`src/rtl/coherency_pkg.sv`:
```
// -----------------------------------------------------------------------------
// coherency_pkg
//   Shared definitions for the four-core non-coherent memory example.
//   - N_PORTS           : number of requesting ports (cores/caches)
//   - DEF_DATA_W/ADDR_W : default store geometry
//   - DEF_LATENCY       : default request-to-rdy latency
//   - state_e           : responder FSM encodings ST_IDLE/ST_BUSY/ST_RESP
//   - next_ptr()        : round-robin pointer advance (wraps 3 -> 0)
// -----------------------------------------------------------------------------
package coherency_pkg;

  localparam int N_PORTS     = 4;
  localparam int DEF_DATA_W  = 8;
  localparam int DEF_ADDR_W  = 4;
  localparam int DEF_LATENCY = 3;

  typedef enum logic [1:0] {
    ST_IDLE = 2'd0,
    ST_BUSY = 2'd1,
    ST_RESP = 2'd2
  } state_e;

  // The pointer is two bits wide, so the natural overflow gives the 3 -> 0 wrap.
  function automatic logic [1:0] next_ptr(input logic [1:0] g);
    return g + 2'd1;
  endfunction

endpackage

```
`src/rtl/rr_arbiter_4.sv`:
```
// -----------------------------------------------------------------------------
// rr_arbiter_4
//   Combinational four-way round-robin picker. Grants the first requester found
//   when scanning upward from ptr, wrapping 3 -> 0.
// Ports
//   req     in  [3:0]  request vector, bit i = port i
//   ptr     in  [1:0]  highest-priority port for this decision
//   gnt     out [3:0]  one-hot grant (all zero when req is zero)
//   gnt_idx out [1:0]  index of the granted port (equals ptr when req is zero)
// -----------------------------------------------------------------------------
module rr_arbiter_4
  import coherency_pkg::*;
(
  input  logic [3:0] req,
  input  logic [1:0] ptr,
  output logic [3:0] gnt,
  output logic [1:0] gnt_idx
);

  logic       found;
  logic [1:0] idx;

  always_comb begin
    gnt     = '0;
    gnt_idx = ptr;
    found   = 1'b0;
    idx     = ptr;
    for (int k = 0; k < N_PORTS; k++) begin
      idx = ptr + 2'(k);
      if (!found && req[idx]) begin
        found        = 1'b1;
        gnt[idx]     = 1'b1;
        gnt_idx      = idx;
      end
    end
  end

endmodule

```
`src/rtl/shared_memory_responder.sv`:
```
// -----------------------------------------------------------------------------
// shared_memory_responder
//   Memory-side target of the four-core rd/wr/rdy request interface. Requests
//   from the four ports are arbitrated round-robin; exactly one access is in
//   flight at a time and completes with a one-cycle rdy pulse LATENCY cycles
//   after it was accepted. The backing store is a plain register array with no
//   coherency between ports.
//
// Handshake (valid/ready): a port raises rd or wr (rd&wr = write) with addr and
//   wdata and holds all of them stable until the cycle in which its rdy is 1.
//   rdy is a single-cycle pulse; rdata for that port is valid in that same
//   cycle and holds its value afterwards. A new request may start the cycle
//   after rdy.
//
// Optional feature (macro MEM_REQ_CHECK_EN): adds the proto_err output, a
//   sticky per-port flag for rd&wr together, or for a granted port changing
//   addr/wdata or dropping its request before rdy. Datapath is unchanged.
//
// Parameters
//   DATA_W   data width per port
//   ADDR_W   word address width (store depth 2**ADDR_W)
//   LATENCY  acceptance-to-rdy latency, legal 2..15
// Ports
//   clk        in   clock, rising edge
//   rst        in   asynchronous active-low reset
//   rd, wr     in   [3:0] per-port read / write request
//   addr       in   [4*ADDR_W-1:0] port i at [i*ADDR_W +: ADDR_W]
//   wdata      in   [4*DATA_W-1:0] port i at [i*DATA_W +: DATA_W]
//   rdy        out  [3:0] per-port completion pulse
//   rdata      out  [4*DATA_W-1:0] per-port read data
//   proto_err  out  [3:0] sticky protocol error (MEM_REQ_CHECK_EN only)
// -----------------------------------------------------------------------------
module shared_memory_responder
  import coherency_pkg::*;
#(
  parameter int DATA_W  = DEF_DATA_W,
  parameter int ADDR_W  = DEF_ADDR_W,
  parameter int LATENCY = DEF_LATENCY
) (
  input  logic                      clk,
  input  logic                      rst,
  input  logic [N_PORTS-1:0]        rd,
  input  logic [N_PORTS-1:0]        wr,
  input  logic [N_PORTS*ADDR_W-1:0] addr,
  input  logic [N_PORTS*DATA_W-1:0] wdata,
  output logic [N_PORTS-1:0]        rdy,
  output logic [N_PORTS*DATA_W-1:0] rdata
`ifdef MEM_REQ_CHECK_EN
  ,
  output logic [N_PORTS-1:0]        proto_err
`endif
);

  localparam int DEPTH = 2 ** ADDR_W;
  // BUSY counts down from LATENCY-1 and leaves at 1, so IDLE + (LATENCY-1)
  // BUSY cycles + RESP gives rdy exactly LATENCY cycles after acceptance.
  localparam logic [3:0] CNT_INIT = 4'(LATENCY - 1);

  state_e                     state_q,  state_d;
  logic [3:0]                 cnt_q,    cnt_d;
  logic [1:0]                 ptr_q,    ptr_d;
  logic [1:0]                 gidx_q,   gidx_d;
  logic                       op_wr_q,  op_wr_d;
  logic [ADDR_W-1:0]          addr_q,   addr_d;
  logic [DATA_W-1:0]          wdata_q,  wdata_d;
  logic [N_PORTS*DATA_W-1:0]  rdata_q,  rdata_d;
  logic [DATA_W-1:0]          mem_q [DEPTH];
  logic [DATA_W-1:0]          mem_d [DEPTH];

  logic [3:0]                 gnt;
  logic [1:0]                 gnt_idx;

  rr_arbiter_4 u_arb (
    .req     (rd | wr),
    .ptr     (ptr_q),
    .gnt     (gnt),
    .gnt_idx (gnt_idx)
  );

  // Next-state and output logic of the access FSM.
  always_comb begin
    state_d = state_q;
    cnt_d   = cnt_q;
    ptr_d   = ptr_q;
    gidx_d  = gidx_q;
    op_wr_d = op_wr_q;
    addr_d  = addr_q;
    wdata_d = wdata_q;
    rdata_d = rdata_q;
    mem_d   = mem_q;
    rdy     = '0;

    case (state_q)
      ST_IDLE: begin
        if (|gnt) begin
          state_d = ST_BUSY;
          gidx_d  = gnt_idx;
          op_wr_d = wr[gnt_idx];
          addr_d  = addr[int'(gnt_idx)*ADDR_W +: ADDR_W];
          wdata_d = wdata[int'(gnt_idx)*DATA_W +: DATA_W];
          cnt_d   = CNT_INIT;
        end
      end

      ST_BUSY: begin
        cnt_d = cnt_q - 4'd1;
        if (cnt_q == 4'd1) begin
          state_d = ST_RESP;
          // Read data is captured on entry to RESP so it is registered and
          // valid alongside rdy. The store cannot change in between because
          // only this access is in flight, and any write lands at the end of
          // RESP, so a read never sees a same-cycle write.
          if (!op_wr_q) begin
            rdata_d[int'(gidx_q)*DATA_W +: DATA_W] = mem_q[addr_q];
          end
        end
      end

      ST_RESP: begin
        rdy[gidx_q] = 1'b1;
        if (op_wr_q) begin
          mem_d[addr_q] = wdata_q;
        end
        ptr_d   = next_ptr(gidx_q);
        state_d = ST_IDLE;
      end

      default: begin
        state_d = ST_IDLE;
      end
    endcase
  end

  always_ff @(posedge clk or negedge rst) begin
    if (!rst) begin
      state_q <= ST_IDLE;
      cnt_q   <= '0;
      ptr_q   <= '0;
      gidx_q  <= '0;
      op_wr_q <= 1'b0;
      addr_q  <= '0;
      wdata_q <= '0;
      rdata_q <= '0;
      for (int i = 0; i < DEPTH; i++) begin
        mem_q[i] <= '0;
      end
    end else begin
      state_q <= state_d;
      cnt_q   <= cnt_d;
      ptr_q   <= ptr_d;
      gidx_q  <= gidx_d;
      op_wr_q <= op_wr_d;
      addr_q  <= addr_d;
      wdata_q <= wdata_d;
      rdata_q <= rdata_d;
      mem_q   <= mem_d;
    end
  end

  assign rdata = rdata_q;

`ifdef MEM_REQ_CHECK_EN
  logic [N_PORTS-1:0] perr_q, perr_d;

  // Holding is only checked in BUSY: during RESP the port already sees its
  // rdy and is allowed to let go of the request in that cycle.
  always_comb begin
    perr_d = perr_q | (rd & wr);
    if (state_q == ST_BUSY) begin
      if (!(rd[gidx_q] | wr[gidx_q]) ||
          (addr[int'(gidx_q)*ADDR_W +: ADDR_W] != addr_q) ||
          (wdata[int'(gidx_q)*DATA_W +: DATA_W] != wdata_q)) begin
        perr_d[gidx_q] = 1'b1;
      end
    end
  end

  always_ff @(posedge clk or negedge rst) begin
    if (!rst) begin
      perr_q <= '0;
    end else begin
      perr_q <= perr_d;
    end
  end

  assign proto_err = perr_q;
`endif

endmodule

```
`config.mk`:
```
export PLATFORM = sky130hd
export DESIGN_NAME = shared_memory_responder
export DESIGN_NICKNAME = d
export VERILOG_FILES = /design/src/rtl/coherency_pkg.sv /design/src/rtl/rr_arbiter_4.sv /design/src/rtl/shared_memory_responder.sv
export SDC_FILE = /design/constraint.sdc
export NUM_CORES = 1
export LEC_CHECK = 0
export BUFFER_PORTS_ARGS = -buffer_cell sky130_fd_sc_hd__buf_2
export CAP_MARGIN = 20
export CORE_UTILIZATION = 54
export CTS_BUF_LIST = sky130_fd_sc_hd__clkbuf_4 sky130_fd_sc_hd__clkbuf_8
export CTS_CLUSTER_SIZE = 16
export DETAILED_ROUTE_END_ITERATION = 10
export GPL_ROUTABILITY_DRIVEN = 1
export PLACE_DENSITY_LB_ADDON = 0.05
export SYNTH_ARGS = -nofsm -noshare
export SYNTH_HDL_FRONTEND = slang
export SYNTH_SLANG_ARGS = --single-unit
```
`constraint.sdc`:
```
create_clock -name clk -period 3.3 [get_ports clk]
set_input_delay 0.825 -clock clk [delete_from_list [all_inputs] [get_ports clk]]
set_output_delay 0.825 -clock clk [all_outputs]
set_load 0.005 [all_outputs]
```
==> results of run 1 <==
## how the worst max path moves through the flow
stage                             to  slack, ns  cells past startpoint
after CTS                 wdata_q[3]       0.16                      9
after global routing      wdata_q[3]       0.08                      9
after detailed placement  wdata_q[3]       0.18                      9
final                     wdata_q[3]       0.20                      9
after floorplan            addr_q[0]       0.25                     10
after global placement    wdata_q[3]       0.22                      9
## cells in the mapped netlist, types with 2 or more instances
master / instances
or4_1: 4
nor3_2: 2
nor3b_1: 2
a21oi_1: 3
mux4_2: 40
buf_2: 5
o211ai_1: 2
nand2_1: 18
mux2_4: 8
mux2_2: 133
buf_4: 4
nand2b_1: 3
a22o_1: 32
a211o_1: 2
nor2b_1: 4
inv_1: 11
nor4_1: 3
ha_1: 17
or3_1: 4
o21ai_0: 4
mux2i_1: 40
clkbuf_1: 18
nor4_2: 3
nor3_1: 4
a31oi_1: 2
nor2_1: 11
and3_1: 5
dfrtp_1: 183
nor2_2: 4
nand3_1: 3
## area by class of cell
class / count / area [um^2] / area share, %
clock inverter: 15 / 180 / 1.80
timing repair buffer: 108 / 609 / 6.10
inverter: 11 / 41.3 / 0.413
sequential: 183 / 4580 / 45.9
tap: 216 / 270 / 2.71
clock buffer: 17 / 234 / 2.34
multi-input combinational: 370 / 4070 / 40.8
## power by group through the flow
| stage | combinational (mW) | sequential (mW) | clock (mW) |
|---|---|---|---|
| floorplan | 1.77 | 2.70 | 0 |
| global placement | 1.93 | 3.03 | 0 |
| detailed placement | 1.98 | 3.05 | 0 |
| CTS | 1.98 | 3.01 | 1.59 |
| global route | 2.14 | 3.08 | 1.67 |
| finish | 1.96 | 3.01 | 1.54 |
## logic make-up after synthesis
logic type | after synthesis
AO/OA/AOI/OAI | 53
adder cells (fa/ha/maj) | 17
buffers and inverters | 41
flip-flops | 183
multiplexers | 222
AND/OR/NAND/NOR | 78
## worst reg2reg max path: cells and delay by family, from the launching register on
family | cells | cell delay [ns]
buffers and inverters | 2 | 0.50
muxes | 3 | 0.78
adders and majority gates | 1 | 0.34
DFF | 1 | 0.39
and+or+nand+nor | 3 | 0.99
## sequential cells by signal (all words and copies together), names as in the netlist
name / flops
wdata_q: 8
mem_q: 128
state_q: 2
rdata: 32
addr_q: 4
cnt_q: 4
ptr_q: 2
op_wr_q: 1
gidx_q: 2
## layer usage
| layer | global-route usage (%) | wire length (um) |
|---|---|---|
| met1 | 33.0 | 8650 |
| met2 | 39.2 | 8970 |
| met3 | 3.98 | 615 |
| met4 | 6.84 | 227 |
| met5 | 0 | 0 |
## through the flow
stage | hold slack, ns | util (%) | std cells | setup slack (ns)
2_1_floorplan | 0.452 | - | 594 | 0.254
3_3_place_gp | 0.475 | 60.1 | 888 | 0.220
3_5_place_dp | 0.486 | 60.1 | 888 | 0.175
4_1_cts | 0.383 | 62.7 | 920 | 0.156
5_1_grt | 0.425 | 62.7 | 920 | 0.0791
6_report | 0.362 | 62.7 | 920 | 0.200
==> results.md, run 1 <==
* Main combinational cell family by area after synthesis: multiplexers
* CP cell instances: inv_1, ha_1, or4b_2, nand4_1, and3_1, buf_4, mux2i_1, mux2i_1, mux2_4
* Post-Synth Adder-Cell Area at 2.40%
* Synth Cell Area at 8850 um^2
* Initial antenna violation count at 0
* Clock latency on the worst-skew pair at 0.47 ns
* Worst path required time at 3.66 ns
* Overall power at 6.51 mW
* Max-cap check violation count at 0
* Cell Rows at 46
* CTS clk-pin slew, worst paths at 0.10 ns
* Post-synthesis mux area share at 33.1%
* Clock share of power at 23.7%
* Total wire length at 18.5 mm
* Tcrit/Tclk final at 94.0%
* DIE AREA at 16900 um^2
* Leading cell type in the layout, fill and taps excluded: dfrtp_1
* Synthesized netlist net count at 669
* H-tree depth at 4
* Post-synthesis async set-or-reset flop share at 100%
* Lkg Pwr at 5.01 nW
* Mapped Cells at 594
* Synthesized area per cell at 14.9 um^2
* Initial Utilization at 55.5%
* Seq/Total Area, Yosys at 51.7%
* Root Driver: clkbuf_8
* EDFF count, synth at 0
* Slew Limit Fails at 0
* Die W at 130 um
* Crit Path Max Fanout at 17
* R2R Path End: wdata_q[3]
* FMAX at 0.323 GHz
* Switching power at 2.37 mW
* Hold-fix buffers at CTS at 0
* Max clock buf depth at 2
* Sequential group share of total power at 46.2%
* CP max stage delay at 0.68 ns
* Port Buf Inserts at 93
* Layout cell share with drive strength beyond 1 at 48.6%
* CP arrival at 3.47 ns
* Startpoint Class: register
* Combinational power share at 30.1%
* Final setup fails at 0
* Post-Synth XOR/XNOR Area at 0%
* DR vias at 5341
* Num CTS Buffers at 17
* Synth Register Bits at 183
* Vias per cell at 5.81
* YS warnings at 0
* Top cell type by total area after synthesis: dfrtp_1
* First-pass GRT wire length at 29.9 mm
* Worst Path Buf+Inv at 2
* Core Area at 15900 um^2
* Global route overflow at 0
* Most frequent cells in the layout: dfrtp_1 (181), mux2_2 (133), buf_2 (92), mux2i_1 (40), mux4_2 (40)
* HPWL Detailed at 13.3 mm
* Vias in the first global route at 5467
* Ant diodes at 0
* Type of the worst setup path: reg2reg
* Post_cts resized at 0
* Reg2reg start: ptr_q[0]
* Outcome: completed
* Die Y at 130 um
* Post-place instance area at 9580 um^2
* CTS tree: yes
* Flop2flop setup slack at 0.20 ns
* GRT Total Usage at 23.9%
* Gpl congestion at 0.800
* Critical Path End Type: register
* CP startpoint: ptr_q[0]
* Synth top area share at 51.7%
* Post-CTS setup buffers at 0
* Relative slew slack at 38.9%
* Routed Antenna Nets at 0
* Hold Crit Class: in2async
* Remaining DRCs at 0
* Router iterations before antenna repair at 4
* PwrDens at 652 nW/um^2
* Compound-Gate Fraction of Synth Area at 5.20%
* Pint at 4.14 mW
* Largest net degree at the start of global routing at 80
* Top flip-flop cell by instance count after synthesis: dfrtp_1
* Yosys cell types at 50
* FF-to-FF path depth at 9
* Syn-to-layout area delta at 12.9%
* Clock Skews at 0.0213 ns
* RSZ-0062 raised after global routing: false
* Tmin final at 3.10 ns
* Setup TNS at 0 ns
* Simple-gate share of the synthesized area at 5.31%
* Actual slew at the worst max-slew pin at 0.916 ns
* Final hold vios at 0
* Peak supply drop at 0.427 mV
* Most frequent CP cell: mux2i_1
* Sw frac at 36.4%
* Routed wire per std cell at 20.1 um
* Ranking of synthesized cells by area: dfrtp_1 (52%), mux2_2 (17%), mux4_2 (10%)
* Worst path slowest cell: or4b_2
* First-iteration detailed-routing DRC count at 248
* Critical path's top delay family: simple AND/OR/NAND/NOR gates
* Final #Nets at 766
* Fillers at 1246
* Design Area, Final at 9990 um^2
* Io pins at 94
* Clock sink count at 183
(Power assumes the default switching activity.)
==> run 2, diff against run 1 <==
--- a/config.mk
+++ b/config.mk
@@ -7,7 +7,7 @@
 export LEC_CHECK = 0
 export BUFFER_PORTS_ARGS = -buffer_cell sky130_fd_sc_hd__buf_2
 export CAP_MARGIN = 20
-export CORE_UTILIZATION = 54
+export CORE_UTILIZATION = 50
 export CTS_BUF_LIST = sky130_fd_sc_hd__clkbuf_4 sky130_fd_sc_hd__clkbuf_8
 export CTS_CLUSTER_SIZE = 16
 export DETAILED_ROUTE_END_ITERATION = 10
==> run 2 against run 1 <==
Non-clock buffer count grew 1. Routed wire length is 2.4% higher. Highest routed layer unchanged. Clock skew shrank 0.010 ns. Worst setup slack better by 0.085 ns. Largest power group unchanged.
==> results.md, run 2 (synthesis gave the netlist of run 1 again) <==
* Outcome: completed
* HPWL Detailed at 13.5 mm
* DR vias at 5417
* Routed wire per std cell at 20.3 um
* Startpoint Class: register
* Die Y at 135 um
* Design Area, Final at 10000 um^2
* CTS clk-pin slew, worst paths at 0.09 ns
* First-pass GRT wire length at 31.1 mm
* Io pins at 94
* Clock latency on the worst-skew pair at 0.46 ns
* Initial Utilization at 51.2%
* Final hold vios at 0
* Multi-input gate area at 4070 um^2
* Most frequent cells in the layout: dfrtp_1 (182), mux2_2 (133), buf_2 (92), mux2i_1 (40), mux4_2 (40)
* Type of the worst setup path: reg2reg
* Largest register FFs at 128
* Worst path slowest cell: a211o_1
* Lkg Pwr at 5.01 nW
* Fillers at 1391
* Num CTS Buffers at 17
* First-iteration detailed-routing DRC count at 209
* Setup TNS at 0 ns
* Router iterations before antenna repair at 5
* Peak supply drop at 0.438 mV
* Hold-fix buffers at CTS at 0
* Root Driver: clkbuf_8
* Max clock buf depth at 2
* Syn-to-layout area delta at 13.3%
* Hold Crit Class: in2async
* CP startpoint: ptr_q[0]
* Final hold slack at 0.342 ns
* Layout cell share with drive strength beyond 1 at 48.5%
* Routed Antenna Nets at 0
* RSZ-0062 raised after global routing: false
* Gpl congestion at 0.821
* Post_cts resized at 0
* Worst path required time at 3.65 ns
* Critical Path End Type: register
* Max-cap check violation count at 0
* Largest net degree at the start of global routing at 78
* Port Buf Inserts at 93
* Tcrit/Tclk final at 91.4%
* DIE AREA at 18200 um^2
* Initial antenna violation count at 0
* Vias in the first global route at 5744
* Relative slew slack at 39.6%
* Remaining DRCs at 0
* CP max stage delay at 0.67 ns
* Slew Limit Fails at 0
* Cell Rows at 48
* Critical path's top delay family: compound AO/OA/AOI/OAI gates
* Tmin final at 3.02 ns
* Ant diodes at 0
* Cell total after placement at 898
* Final #Nets at 767
* Overall power at 6.56 mW
* H-tree depth at 4
* Total wire length at 18.9 mm
* Core Area at 17300 um^2
* Post-place instance area at 9610 um^2
* Actual slew at the worst max-slew pin at 0.905 ns
* CP arrival at 3.36 ns
* CTS tree: yes
* Top reg by flops: mem_q
* Leading cell type in the layout, fill and taps excluded: dfrtp_1
* Post-CTS setup buffers at 0
* FF+latch area at 4580 um^2
* Global route overflow at 0
* Final setup fails at 0
* Crit Path Max Fanout at 15
* Vias per cell at 5.82
* Worst Path Buf+Inv at 1
* GRT Total Usage at 22.7%
* PwrDens at 654 nW/um^2
* Die W at 135 um
* Clock Skews at 0.0110 ns
* FMAX at 0.332 GHz
* Final cell count without fillers at 930
* Clock sink count at 183
* CP cell instances: inv_1, ha_1, nor3_1, a2111oi_4, a41o_4, o31ai_2, a211o_1, mux2_2
* Reg2reg start: ptr_q[0]
run 2: cell types whose count changed in the layout (fill, tap and decap cells not counted), sizes merged:
| cell | change |
|---|---|
| clkbuf | +1 |
| buf | +1 |
| bufinv | +2 |
| clkinvlp | +4 |
| inv | -6 |
| clkinv | -1 |
run 2: layout make-up:
type | count | area share [%]
tap | 225 | 2.81
inverter | 11 | 0.412
sequential | 183 | 45.7
multi-input combinational | 370 | 40.6
clock inverter | 14 | 1.73
timing repair buffer | 109 | 6.28
clock buffer | 18 | 2.47
run 2: layer usage:
layer	track usage, %	part of all wire, %	up-vias
li1	-	-	2437
met1	30.3	45	2862
met2	38.2	51	100
met3	3.68	2.5	18
met4	6.68	1.2	0
met5	0	0	-
run 2: worst paths after layout:
path                              end  slack (ns)  cells past startpoint
setup / recovery            addr_q[3]        0.28                      8
hold / removal               ptr_q[0]        0.34                      1
setup reg to reg            addr_q[3]        0.28                      8
hold reg to reg            mem_q[111]        0.50                      1
max in group asynchronous   mem_q[60]        2.13                      2
min in group clk           mem_q[111]        0.50                      1
run 2: per-stage QoR:
step / setup WS, ns / utilization [%]
2_1_floorplan: 0.254 / -
6_report: 0.285 / 58.0
4_1_cts: 0.271 / 58.0
3_5_place_dp: 0.0955 / 55.5
3_3_place_gp: 0.133 / 55.5
5_1_grt: 0.0985 / 58.0
run 2: power by group:
| part | switching, mW | internal (mW) |
|---|---|---|
| sequential | 0.555 | 2.49 |
| combinational | 0.913 | 1.02 |
| clock | 0.806 | 0.773 |
==> run 3, diff against run 2 <==
--- a/config.mk
+++ b/config.mk
@@ -12,7 +12,7 @@
 export CTS_CLUSTER_SIZE = 16
 export DETAILED_ROUTE_END_ITERATION = 10
 export GPL_ROUTABILITY_DRIVEN = 1
-export PLACE_DENSITY_LB_ADDON = 0.05
+export PLACE_DENSITY_LB_ADDON = 0.12
 export SYNTH_ARGS = -nofsm -noshare
 export SYNTH_HDL_FRONTEND = slang
 export SYNTH_SLANG_ARGS = --single-unit
==> run 3 against run 2 <==
Worst setup slack worse by 0.00072 ns. Combinational power hardly changed. Die area stayed put. First-iteration DRC count increased by 2.9%. Clock skew rose by 0.0067 ns. Clock-buffer cell count is 4 higher. Sequential share of layout area fell by 0.12 points. Critical path type unchanged. Largest power group unchanged. Highest routed layer unchanged.
==> results.md, run 3 (synthesis gave the netlist of run 1 again) <==
* Clock Skews at 0.0176 ns
* Max clock buf depth at 2
* Flop2flop setup slack at 0.28 ns
* Slew Limit Fails at 0
* Routed Antenna Nets at 0
* Post_cts resized at 0
* GRT Total Usage at 23.2%
* CTS clk-pin slew, worst paths at 0.10 ns
* CTS tree: yes
* Hold-fix buffers at CTS at 0
* Final setup fails at 0
* Worst path slowest cell: a211o_2
* Core Area at 17300 um^2
* First-pass GRT wire length at 31.6 mm
* Syn-to-layout area delta at 13.6%
* DIE AREA at 18200 um^2
* Die Y at 135 um
* Critical Path End Type: register
* CP startpoint: ptr_q[1]
* Vias in the first global route at 5764
* Setup ws final at 0.284 ns
* Total wire length at 19.2 mm
* Root Driver: clkbuf_8
* Remaining DRCs at 0
* Post-CTS setup buffers at 0
* Crit path to: wdata_q[3]
* Die W at 135 um
* CP arrival at 3.36 ns
* Hold Crit Class: in2async
* R2R Path End: wdata_q[3]
* Actual slew at the worst max-slew pin at 0.915 ns
* Peak supply drop at 0.444 mV
* DR vias at 5446
* Type of the worst setup path: reg2reg
* Largest net degree at the start of global routing at 76
* Initial antenna violation count at 0
* Final cell count without fillers at 932
* Router iterations before antenna repair at 4
* Io pins at 94
* Layout cell share with drive strength beyond 1 at 48.8%
* CP max stage delay at 0.53 ns
* H-tree depth at 4
* First-iteration detailed-routing DRC count at 215
* Port Buf Inserts at 93
* Tmin final at 3.02 ns
* PwrDens at 658 nW/um^2
* Clock sink count at 183
* RSZ-0062 raised after global routing: false
* Gpl congestion at 0.842
* Layout Utilization at 58.1%
* Cell Rows at 48
* Outcome: completed
* Ant diodes at 0
* Lkg Pwr at 5.05 nW
* Worst path required time at 3.64 ns
* Cell total after placement at 901
* HPWL Detailed at 13.9 mm
* Leading cell type in the layout, fill and taps excluded: dfrtp_1
* Num CTS Buffers at 17
* FF-to-FF path depth at 8
* Reg2reg start: ptr_q[1]
* Global route overflow at 0
* Initial Utilization at 51.2%
* Startpoint Class: register
* Final hold vios at 0
* Fillers at 1385
* Top reg by flops: mem_q
* CP cell instances: inv_1, ha_1, nor3_1, a2111oi_4, a41o_4, a211o_1, a211o_2, mux2_4
* Final hold slack at 0.379 ns
* Clock latency on the worst-skew pair at 0.46 ns
* Routed wire per std cell at 20.6 um
* Crit Path Max Fanout at 15
* Most frequent cells in the layout: dfrtp_1 (182), mux2_2 (133), buf_2 (92), mux2i_1 (40), mux4_2 (40)
* Setup TNS at 0 ns
* Largest register FFs at 128
* Relative slew slack at 39.0%
* FMAX at 0.332 GHz
* Tcrit/Tclk final at 91.4%
* Final #Nets at 770
* Setup Slack @ Placement at 0.0688 ns
* Max-cap check violation count at 0
* Vias per cell at 5.84
==> run 3: critical path, delay by kind of cell, from the launching register on <==
kind	cells	cell delay (ns)
AOI/OAI and AO/OA	4	1.20
adders and majority gates	1	0.34
buffers and inverters	1	0.18
DFF	1	0.39
muxes	1	0.36
and+or+nand+nor	1	0.43
==> run 3: cell type report <==
type                       instances  area, um^2  area share (%)
clock buffer                      22         290            2.89
clock inverter                     9         148            1.47
inverter                          11        41.3           0.411
multi-input combinational        370        4080            40.5
sequential                       183        4580            45.6
tap                              225         282            2.80
timing repair buffer             112         639            6.36
==> run 3: how the worst min path moves through the flow <==
stage	start	end	slack, ns
after floorplan	mem_q[111]	mem_q[111]	0.45
after global placement	mem_q[111]	mem_q[111]	0.46
after detailed placement	mem_q[111]	mem_q[111]	0.48
after CTS	rst	cnt_q[2]	0.38
after global routing	rst	cnt_q[2]	0.41
final	rst	cnt_q[2]	0.38
==> run 3: metal layers <==
metal	up-vias	part of all wire [%]	global-route usage (%)
met5	-	0	0
met4	0	0.93	5.87
met3	16	3.5	4.99
met2	109	52	40.1
met1	2877	44	29.7
li1	2444	-	-
==> run 3: power breakdown <==
group          total [mW]  leakage, nW  switching, mW  internal, mW
clock                1.65        0.225          0.755         0.894
combinational        1.91         2.32          0.895          1.02
sequential           3.06         2.50          0.573          2.49
total                6.62         5.05           2.22          4.40
==> run 3: per-stage QoR <==
step / cell area, um^2 / power, mW
4_1_cts: 10100 / 6.68
3_5_place_dp: 9620 / 5.04
3_3_place_gp: 9620 / 4.93
6_report: 10100 / 6.62
5_1_grt: 10100 / 7.01
2_1_floorplan: 8850 / 4.47
